## config.mk

```make
export PLATFORM = sky130hd
export DESIGN_NAME = dmem_port_arbiter
export DESIGN_NICKNAME = d
export VERILOG_FILES = /design/src/rtl/dmem_port_arbiter.sv
export SDC_FILE = /design/constraint.sdc
export NUM_CORES = 1
export LEC_CHECK = 0
export BUFFER_PORTS_ARGS = -buffer_cell sky130_fd_sc_hd__buf_2
export CORE_AREA = 2 2 124 126
export DETAILED_ROUTE_END_ITERATION = 8
export DIE_AREA = 0 0 126 128
export GPL_TIMING_DRIVEN = 1
export PLACE_DENSITY = 0.76
export SYNTH_ARGS = -nofsm -noshare
export SYNTH_HDL_FRONTEND = slang
export SYNTH_SLANG_ARGS = --single-unit
```

## constraint.sdc

```tcl
create_clock -name clk -period 4 [get_ports clk]
set_input_delay 0.2 -clock clk [delete_from_list [all_inputs] [get_ports clk]]
set_output_delay 0.2 -clock clk [all_outputs]
set_load 0.005 [all_outputs]
```

## src/rtl/dmem_port_arbiter.sv

```systemverilog
// Single-port data memory sequencer shared by the MA stage and an auxiliary port.
// One access in flight at a time, fixed memory latency, MA priority with aux anti-starvation.
module dmem_port_arbiter #(
    parameter int unsigned ADDR_W     = 32,
    parameter int unsigned DATA_W     = 32,
    parameter int unsigned MEM_LAT    = 2,
    parameter int unsigned STARVE_MAX = 4
) (
    input  logic              clk,
    input  logic              rst,

    input  logic              ma_req_i,
    input  logic              ma_we_i,
    input  logic [ADDR_W-1:0] ma_addr_i,
    input  logic [DATA_W-1:0] ma_wdata_i,
    output logic [DATA_W-1:0] ma_rdata_o,
    output logic              ma_done_o,
    output logic              ma_stall_o,

    input  logic              aux_req_i,
    input  logic              aux_we_i,
    input  logic [ADDR_W-1:0] aux_addr_i,
    input  logic [DATA_W-1:0] aux_wdata_i,
    output logic              aux_gnt_o,
    output logic [DATA_W-1:0] aux_rdata_o,
    output logic              aux_done_o,

    output logic              mem_en_o,
    output logic              mem_we_o,
    output logic [ADDR_W-1:0] mem_addr_o,
    output logic [DATA_W-1:0] mem_wdata_o,
    input  logic [DATA_W-1:0] mem_rdata_i
);

    localparam int unsigned LatW = $clog2(MEM_LAT + 1);
    localparam int unsigned StW  = $clog2(STARVE_MAX + 1);

    localparam logic [1:0] StIdle  = 2'd0;
    localparam logic [1:0] StIssue = 2'd1;
    localparam logic [1:0] StWait  = 2'd2;
    localparam logic [1:0] StDone  = 2'd3;

    logic [1:0]        state_q, state_d;
    logic              owner_aux_q, owner_aux_d;
    logic [LatW-1:0]   lat_q, lat_d;
    logic [StW-1:0]    starve_q, starve_d;
    logic              mem_we_q, mem_we_d;
    logic [ADDR_W-1:0] mem_addr_q, mem_addr_d;
    logic [DATA_W-1:0] mem_wdata_q, mem_wdata_d;
    logic [DATA_W-1:0] ma_rdata_q, ma_rdata_d;
    logic [DATA_W-1:0] aux_rdata_q, aux_rdata_d;

    logic any_req;
    logic aux_wins;

    assign any_req  = ma_req_i | aux_req_i;
    assign aux_wins = aux_req_i & (~ma_req_i | (starve_q == StW'(STARVE_MAX)));

    always_comb begin
        state_d     = state_q;
        owner_aux_d = owner_aux_q;
        lat_d       = lat_q;
        starve_d    = starve_q;
        mem_we_d    = mem_we_q;
        mem_addr_d  = mem_addr_q;
        mem_wdata_d = mem_wdata_q;
        ma_rdata_d  = ma_rdata_q;
        aux_rdata_d = aux_rdata_q;

        unique case (state_q)
            StIdle: begin
                if (aux_wins || !aux_req_i) begin
                    starve_d = '0;
                end else if (starve_q != StW'(STARVE_MAX)) begin
                    starve_d = starve_q + StW'(1);
                end
                if (any_req) begin
                    state_d     = StIssue;
                    owner_aux_d = aux_wins;
                    mem_we_d    = aux_wins ? aux_we_i    : ma_we_i;
                    mem_addr_d  = aux_wins ? aux_addr_i  : ma_addr_i;
                    mem_wdata_d = aux_wins ? aux_wdata_i : ma_wdata_i;
                end
            end
            StIssue: begin
                state_d = StWait;
                lat_d   = LatW'(MEM_LAT);
            end
            StWait: begin
                lat_d = lat_q - LatW'(1);
                if (lat_q == LatW'(1)) begin
                    state_d = StDone;
                    // Stores leave the owner's read data untouched.
                    if (!mem_we_q) begin
                        if (owner_aux_q) begin
                            aux_rdata_d = mem_rdata_i;
                        end else begin
                            ma_rdata_d = mem_rdata_i;
                        end
                    end
                end
            end
            StDone: begin
                state_d = StIdle;
            end
            default: begin
                state_d = StIdle;
            end
        endcase
    end

    always_ff @(posedge clk or posedge rst) begin
        if (rst) begin
            state_q     <= StIdle;
            owner_aux_q <= 1'b0;
            lat_q       <= '0;
            starve_q    <= '0;
            mem_we_q    <= 1'b0;
            mem_addr_q  <= '0;
            mem_wdata_q <= '0;
            ma_rdata_q  <= '0;
            aux_rdata_q <= '0;
        end else begin
            state_q     <= state_d;
            owner_aux_q <= owner_aux_d;
            lat_q       <= lat_d;
            starve_q    <= starve_d;
            mem_we_q    <= mem_we_d;
            mem_addr_q  <= mem_addr_d;
            mem_wdata_q <= mem_wdata_d;
            ma_rdata_q  <= ma_rdata_d;
            aux_rdata_q <= aux_rdata_d;
        end
    end

    assign mem_en_o    = (state_q == StIssue);
    assign mem_we_o    = mem_we_q;
    assign mem_addr_o  = mem_addr_q;
    assign mem_wdata_o = mem_wdata_q;

    assign ma_done_o   = (state_q == StDone) & ~owner_aux_q;
    assign aux_done_o  = (state_q == StDone) & owner_aux_q;
    assign aux_gnt_o   = owner_aux_q & (state_q != StIdle);
    // Stall covers time spent queued behind an aux access as well.
    assign ma_stall_o  = ma_req_i & ~ma_done_o;

    assign ma_rdata_o  = ma_rdata_q;
    assign aux_rdata_o = aux_rdata_q;

endmodule

```

Word level (Yosys, flattened, before mapping)

Index checks and enable logic that the tools add are counted.

Register bits: 137
Input port bits: 166
Output and inout port bits: 134
Logic and storage cells: 50

Add/sub/neg operators: 2
Eq/ne operators: 8
Multiplexer cells: 9
Bitwise operators: 11
Reduce and logical (&&, ||, !) cells: 11

Operators with widths:

| kind                | number |
|---|---|
| $mux 32             | 2 |
| $pmux 2 s4          | 1 |
| $reduce_and 4->1    | 2 |
| $mux 3              | 2 |
| $reduce_and 2->1    | 3 |
| $reduce_bool 2->1   | 3 |
| $and 1x1->1         | 5 |
| $eq 2x1->1 const B  | 2 |
| $eq 2x2->1 const B  | 2 |
| $mux 2              | 2 |
| $ne 2x2->1 const B  | 2 |
| $not 1->1           | 4 |
| $pmux 2 s2          | 1 |
| $add 3x1->3 const B | 1 |
| $eq 3x3->1 const B  | 1 |
| $ne 3x3->1 const B  | 1 |
| $logic_not 2->1     | 1 |
| $or 1x1->1          | 2 |
| $sub 2x1->2 const B | 1 |
| $logic_not 1->1     | 1 |
| $logic_or 1x1->1    | 1 |
| $mux 1              | 1 |

Depth between registers and ports, before layout

Gate-level depths: netlist of run 1.

Depth in word-level cells: 6
Gate-level depth with buffers: 7
Depth with buffers taken out: 5

Worst setup path before layout of run 1

OpenSTA, ideal clock, no wires.

Kind: register to register
From: register state_q[0]
To: register ma_rdata_q[20] (netlist: ma_rdata_o[20])
Setup time: 0.125 ns
Data arrival time: 1.521 ns
Required time: 3.875 ns
Setup slack: 2.354 ns
Stages on the path, launching flop included: 7
Path buffers: 1
Period minus slack after synthesis: 1.646 ns
Cells stage by stage: dfrtp_1 > inv_1 > ha_1 > nand2_1 > nor3_4 > buf_6 > mux2_2

Word-level cells in the longest chain between the ends: 2

Ends and longest elaborated chain:

| what                       | line | source |
|---|---|---|
| start, declared            | 43   | `logic [1:0] state_q, state_d;` |
| start signal, assigned     | 114  | `state_q <= StIdle;` |
| start signal, assigned     | 124  | `state_q <= state_d;` |
| $eq 2x2->1                 | 70   | `unique case (state_q)` |
| $reduce_and 4->1 (no line) | n/a  |  |
| end signal, assigned       | 131  | `ma_rdata_q <= ma_rdata_d;` |
| end, declared              | 50   | `logic [DATA_W-1:0] ma_rdata_q, ma_rdata_d;` |

No other way between the ends.
A chain may end at the register's enable or synchronous reset.

Worst setup path in the final report of run 1

From: register state_q[1]
To: register mem_addr_q[25] (netlist: mem_addr_o[25])

Word-level cells in the longest chain between the ends: 2

Ends and longest elaborated chain:

| what                       | line | source |
|---|---|---|
| $logic_not 2->1            | 70   |  |
| $reduce_and 2->1 (no line) | n/a  |  |
| end signal, assigned       | 129  | `mem_addr_q <= mem_addr_d;` |
| end, declared              | 48   | `logic [ADDR_W-1:0] mem_addr_q, mem_addr_d;` |

No other way between the ends.

==> results.json, run 1 <==
{
  "start_util_pct": 41.2,
  "place_area_mm2": 0.00770,
  "coreArea_mm2": 0.0149,
  "htree_levels": 4,
  "syn_avg_cell_area_um2": 11.0,
  "intPower_mw": 4.23,
  "synth_edf_count": 0,
  "cts.sinks": 137,
  "ir_drop_mv": 0.304,
  "grt_util_all_layers_pct": 21.6,
  "max-slew-margin-rel_pct": 39.7,
  "power_density_mw_per_mm2": 765,
  "post-route-period-util_pct": 60.5,
  "ioPinCount": 300,
  "final_cell_mix": "299 x buf_2, 137 x dfrtp_1, 133 x nand2_1",
  "run_status": "complete, no violations",
  "post-cts-setup-buffers": 0,
  "cp-start-kind": "register",
  "io_buffers": 299,
  "drt_iter0_markers": 218,
  "crit_arrival_ps": 2680,
  "required_ps": 4260,
  "diodes": 0,
  "routed_wl_mm": 17.3,
  "crit_type": "reg -> reg",
  "hpwl_mm": 12.0,
  "dpl_worst_slack_ps": 1600,
  "numCtsBuffers": 17,
  "hold_viol_final": 0,
  "setup_viol_count_final": 0,
  "final_area_mm2": 0.00834,
  "fin_worst_skew_ps": 16.1,
  "drv_slew": 0,
  "cts_tree": "built",
  "layout_commonest_cell": "buf_2",
  "min_period_ps": 2420,
  "grt_pass1_vias": 5391,
  "drive_gt1_share_pct": 48.6,
  "synth-xor-area-share_pct": 0,
  "clkPwrFrac_pct": 26.0,
  "sequentialPowerShare_pct": 37.9,
  "ys.flop_type": "dfrtp_1",
  "total_power_mw": 6.38,
  "antenna_found_initial": 0,
  "dieArea_mm2": 0.0161,
  "syn_nets": 728,
  "synth_top_family_by_area": "simple AND/OR/NAND/NOR gates",
  "netlist_area_mm2": 0.00613,
  "leakage_nw": 4.11,
  "cp_max_fo": 65,
  "dp_cells": 1003,
  "std_cell_rows": 45,
  "viasPerCell": 5.27,
  "grt_pass1_wl_mm": 27.6,
  "hold_path.class": "in -> reg",
  "ant_nets": 0,
  "final_util_pct": 56.1,
  "area_delta_synth_final_pct": 36.0,
  "ys_seq_elements": 137,
  "cts_hold_buf": 1,
  "instances_no_fill": 1036,
  "gp_congestion": 0.820,
  "syn-instance-count": 555,
  "yosys_warnings": 0,
  "synth.yosys.seq_area_share_pct": 55.9,
  "grt_start_max_net_pins": 78,
  "max_freq_ghz": 0.413,
  "vias": 5455,
  "clock_latency_ps": 420,
  "max_cap_viol_count": 0,
  "clkTransAtPathRegs_ps": 60,
  "die_w_um": 126,
  "final_nets": 1008,
  "ctsResizeCount": 0,
  "clock-root-buffer": "clkbuf_16",
  "rsz0062_at_grt": "no",
  "worst_hold_slack_ps": 23.2,
  "tightest_slew_ps": 904,
  "async_reset_ff_share_pct": 100,
  "endpoint_kind": "register",
  "switching_share_pct": 33.7,
  "first_pass_iters": 5,
  "die_h_um": 128,
  "synthAdderAreaFrac_pct": 1.43,
  "ys_types": 30,
  "tns_ps": 0,
  "synth-simple-area-share_pct": 16.1,
  "grt_overflow_total": 0,
  "routedWlPerCell_um": 16.7,
  "p_sw_mw": 2.15,
  "clockBufferDepth": 2,
  "combPwrFrac_pct": 36.0,
  "synth_compound_area_share_pct": 9.58,
  "drc": 0,
  "synth_mux_area_share_pct": 12.1,
  "setup_ws_ps": 1580
}
power by group through the flow:
stage / registers [mW] / logic (mW) / clock network (mW)
3_5_place_dp: 2.44 / 2.33 / 0
4_1_cts: 2.43 / 2.33 / 1.70
6_report: 2.42 / 2.30 / 1.66
5_1_grt: 2.50 / 2.56 / 1.77
2_1_floorplan: 2.47 / 1.22 / 0
3_3_place_gp: 2.42 / 2.27 / 0
worst paths after layout:
| path | slack (ps) | depth (start not counted) | endpoint | startpoint |
|---|---|---|---|---|
| worst min register to register | 480 | 1 | lat_q[0] | lat_q[0] |
| max in group asynchronous | 2620 | 4 | mem_addr_o[19] | rst |
| worst max register to register | 1580 | 7 | mem_addr_o[25] | state_q[1] |
| worst max-delay path | 1580 | 7 | mem_addr_o[25] | state_q[1] |
| min in group asynchronous | 450 | 3 | mem_wdata_o[9] | rst |
| worst min-delay path | 20 | 2 | ma_rdata_o[26] | mem_rdata_i[26] |
state kept, by name (all words and copies together) (netlist names):
signal / count
owner_aux_q: 1
mem_wdata_o: 32
state_q: 2
mem_addr_o: 32
aux_rdata_o: 32
ma_rdata_o: 32
starve_q: 3
mem_we_o: 1
lat_q: 2
layout make-up:
| type | instances | area (um^2) |
|---|---|---|
| Fill cell | 1311 | 6530 |
| Sequential cell | 137 | 3430 |
| Multi-Input combinational cell | 360 | 2420 |
| Timing Repair Buffer | 311 | 1590 |
| Clock buffer | 19 | 433 |
| Tap cell | 188 | 235 |
| Clock inverter | 13 | 193 |
| Inverter | 8 | 35.0 |
kinds of logic (layout without fill, tap and decap cells):
family | Yosys count | after routing
mux | 66 | 66
flops | 137 | 137
compound gates | 78 | 78
fa+ha+maj | 7 | 7
buf+inv | 58 | 351
simple gates | 209 | 209
cell usage after synthesis (2+ instances only):
cell type / n / share of area, %
buf_4: 7 / 0.86
mux2_2: 63 / 12
buf_2: 17 / 1.4
o21ai_0: 4 / 0.33
dfrtp_1: 137 / 56
nand4_1: 67 / 6.8
nor2_1: 2 / 0.12
inv_1: 8 / 0.49
clkbuf_1: 20 / 1.2
nand2_1: 133 / 8.1
o211ai_1: 65 / 8.0
buf_6: 4 / 0.73
buf_1: 2 / 0.12
mux2_1: 2 / 0.37
ha_1: 7 / 1.4
nor2b_1: 3 / 0.31
critical path: stages, from the launching register on:
cell	delay, ps
dfrtp_1	410
inv_1	100
ha_2	350
buf_4	610
o21ai_4	110
buf_4	370
nand2_1	170
o211ai_1	90
layer usage:
layer	track usage, %	share of wire, %
met4	7.37	1.8
met3	6.22	7.7
met5	0	0
met2	35.5	49
met1	27.5	42
Power figures use the tool's default switching activity.
==> inputs of run 2 (changes only) <==
- ABC_AREA: not set -> 1
- CORE_AREA: 2 2 124 126 -> 2 2 128 130
- DIE_AREA: 0 0 126 128 -> 0 0 130 132
- clock period: 4 -> 2.2 ns (I/O delays scaled with it)
==> results.json, run 2 <==
{
  "ys_types": 18,
  "post-cts-setup-buffers": 0,
  "drv_slew": 0,
  "synth_edf_count": 0,
  "final_util_pct": 62.3,
  "setup_viol_count_final": 0,
  "final_area_mm2": 0.00979,
  "start_util_pct": 42.5,
  "cp-start-kind": "register",
  "synth_area_leaders": "dfrtp_1 51%, nand2_1 19%, nand3_1 15%",
  "min_period_ps": 1870,
  "dpl_worst_slack_ps": 225,
  "area_delta_synth_final_pct": 46.7,
  "post-route-period-util_pct": 85.1,
  "ir_drop_mv": 0.623,
  "layout_commonest_cell": "nand2_1",
  "cts.sinks": 137,
  "synth.yosys.seq_area_share_pct": 51.4,
  "syn_nets": 1068,
  "total_power_mw": 11.5,
  "instances_no_fill": 1484,
  "ioPinCount": 300,
  "vias": 7163,
  "synth_top_area_cell": "dfrtp_1",
  "routedWlPerCell_um": 14.1,
  "crit_type": "reg -> reg",
  "leakage_nw": 5.66,
  "clock_latency_ps": 420,
  "drc": 0,
  "viasPerCell": 4.83,
  "numCtsBuffers": 17,
  "drt_iter0_markers": 437,
  "tightest_slew_ps": 787,
  "cp_max_fo": 65,
  "required_ps": 2550,
  "grt_pass1_vias": 6854,
  "async_reset_ff_share_pct": 100,
  "worst_hold_slack_ps": 7.62,
  "cts_tree": "built",
  "max_freq_ghz": 0.534,
  "dieArea_mm2": 0.0172,
  "routed_wl_mm": 20.9,
  "die_w_um": 130,
  "clkTransAtPathRegs_ps": 60,
  "netlist.area_leader.share_pct": 51.4,
  "first_pass_iters": 5,
  "yosysMostFrequentCell": "nand2_1",
  "netlist_area_mm2": 0.00667,
  "grt_overflow_total": 0,
  "grt_pass1_wl_mm": 33.1,
  "die_h_um": 132,
  "crit_arrival_ps": 2220,
  "antenna_found_initial": 1,
  "clock-root-buffer": "clkbuf_16",
  "coreArea_mm2": 0.0157,
  "max-slew-margin-rel_pct": 47.6,
  "clockBufferDepth": 2,
  "dp_cells": 1366,
  "syn_avg_cell_area_um2": 7.45,
  "std_cell_rows": 46,
  "final_nets": 1427,
  "htree_levels": 4,
  "fin_worst_skew_ps": 8.98,
  "place_area_mm2": 0.00831,
  "ys.flop_type": "dfrtp_1",
  "tns_ps": 0,
  "ys_seq_elements": 137,
  "grt_util_all_layers_pct": 24.2,
  "io_buffers": 299,
  "hpwl_mm": 12.8,
  "yosys_warnings": 0,
  "gp_congestion": 0.803,
  "max_cap_viol_count": 0,
  "drive_gt1_share_pct": 27.7,
  "setup_ws_ps": 328,
  "synthTopCellsByCount": "335 x nand2_1, 197 x nand3_1, 141 x inv_1",
  "grt_start_max_net_pins": 138,
  "run_status": "complete, no violations",
  "final_cell_mix": "333 x nand2_1, 299 x buf_2, 197 x nand3_1",
  "hold_path.class": "in -> reg",
  "power_density_mw_per_mm2": 1170,
  "endpoint_kind": "register",
  "rsz0062_at_grt": "no",
  "hold_viol_final": 0,
  "syn-instance-count": 895,
  "ant_nets": 0
}
-- run 2: cell types whose count changed in the layout (fill, tap and decap cells not counted), sizes merged, moves of 5 or more --
cell / previous run / this run
dlygate4sd3: 1 / 85
inv: 11 / 148
mux2: 65 / 0
nand2: 133 / 335
nand3: 0 / 197
nand4: 67 / 0
nor2: 2 / 7
o211ai: 65 / 0
-- run 2: cell type report --
type / instances / area [um^2]
antenna: 1 / 2.50
tap: 216 / 270
clock inverter: 15 / 193
multi-input combinational: 557 / 2440
clock buffer: 17 / 425
timing repair buffer: 396 / 2470
fill: 1298 / 5930
inverter: 145 / 551
sequential: 137 / 3430
-- run 2: logic make-up (layout without fill, tap and decap cells) --
family | Yosys count | in the layout | synth area share [%]
adder cells (fa/ha/maj) | 7 | 7 | 1.31
other | 0 | 1 | 0
AO/OA/AOI/OAI | 10 | 10 | 0.844
AND/OR/NAND/NOR | 539 | 539 | 34.0
buffers and inverters | 201 | 573 | 12.3
flip-flops | 137 | 137 | 51.4
XOR/XNOR | 1 | 1 | 0.131
-- run 2: where the power goes --
group	switching [mW]	internal, mW
sequential	0.691	3.71
clock	1.17	1.81
combinational	2.36	1.74
-- run 2: timing repair --
item                                   CTS  global route
setup endpoints to repair                0             1
hold buffers                            85             0
endpoints found under the hold margin  250             0
gates resized for setup                  0             2
-- run 2: final timing paths --
check,start,endpoint,slack (ps),cells after the start
max,state_q[0],mem_addr_o[17],330,7
min,ma_addr_i[1],mem_addr_o[1],8,5
max reg2reg,state_q[0],mem_addr_o[17],330,7
min reg2reg,ma_rdata_o[2],ma_rdata_o[2],470,2
max in group asynchronous,rst,mem_wdata_o[30],1160,4
min in group asynchronous,rst,aux_rdata_o[14],430,4
-- run 2: critical path: stages (launching register included) --
cell     delay (ps)
dfrtp_1         400
inv_1           110
ha_1            190
inv_2            70
a21oi_4         150
buf_4           580
nand3_1         190
nand2_1         100
-- run 2: routing by layer --
metal | part of all wire, % | vias up | GRT usage, % | wire [um]
li1 | - | 3444 | - | -
met1 | 39 | 3321 | 28.7 | 8130
met2 | 49 | 354 | 41.2 | 10300
met3 | 9.1 | 44 | 7.18 | 1900
met4 | 2.7 | 0 | 8.90 | 560
met5 | 0 | - | 0 | 0
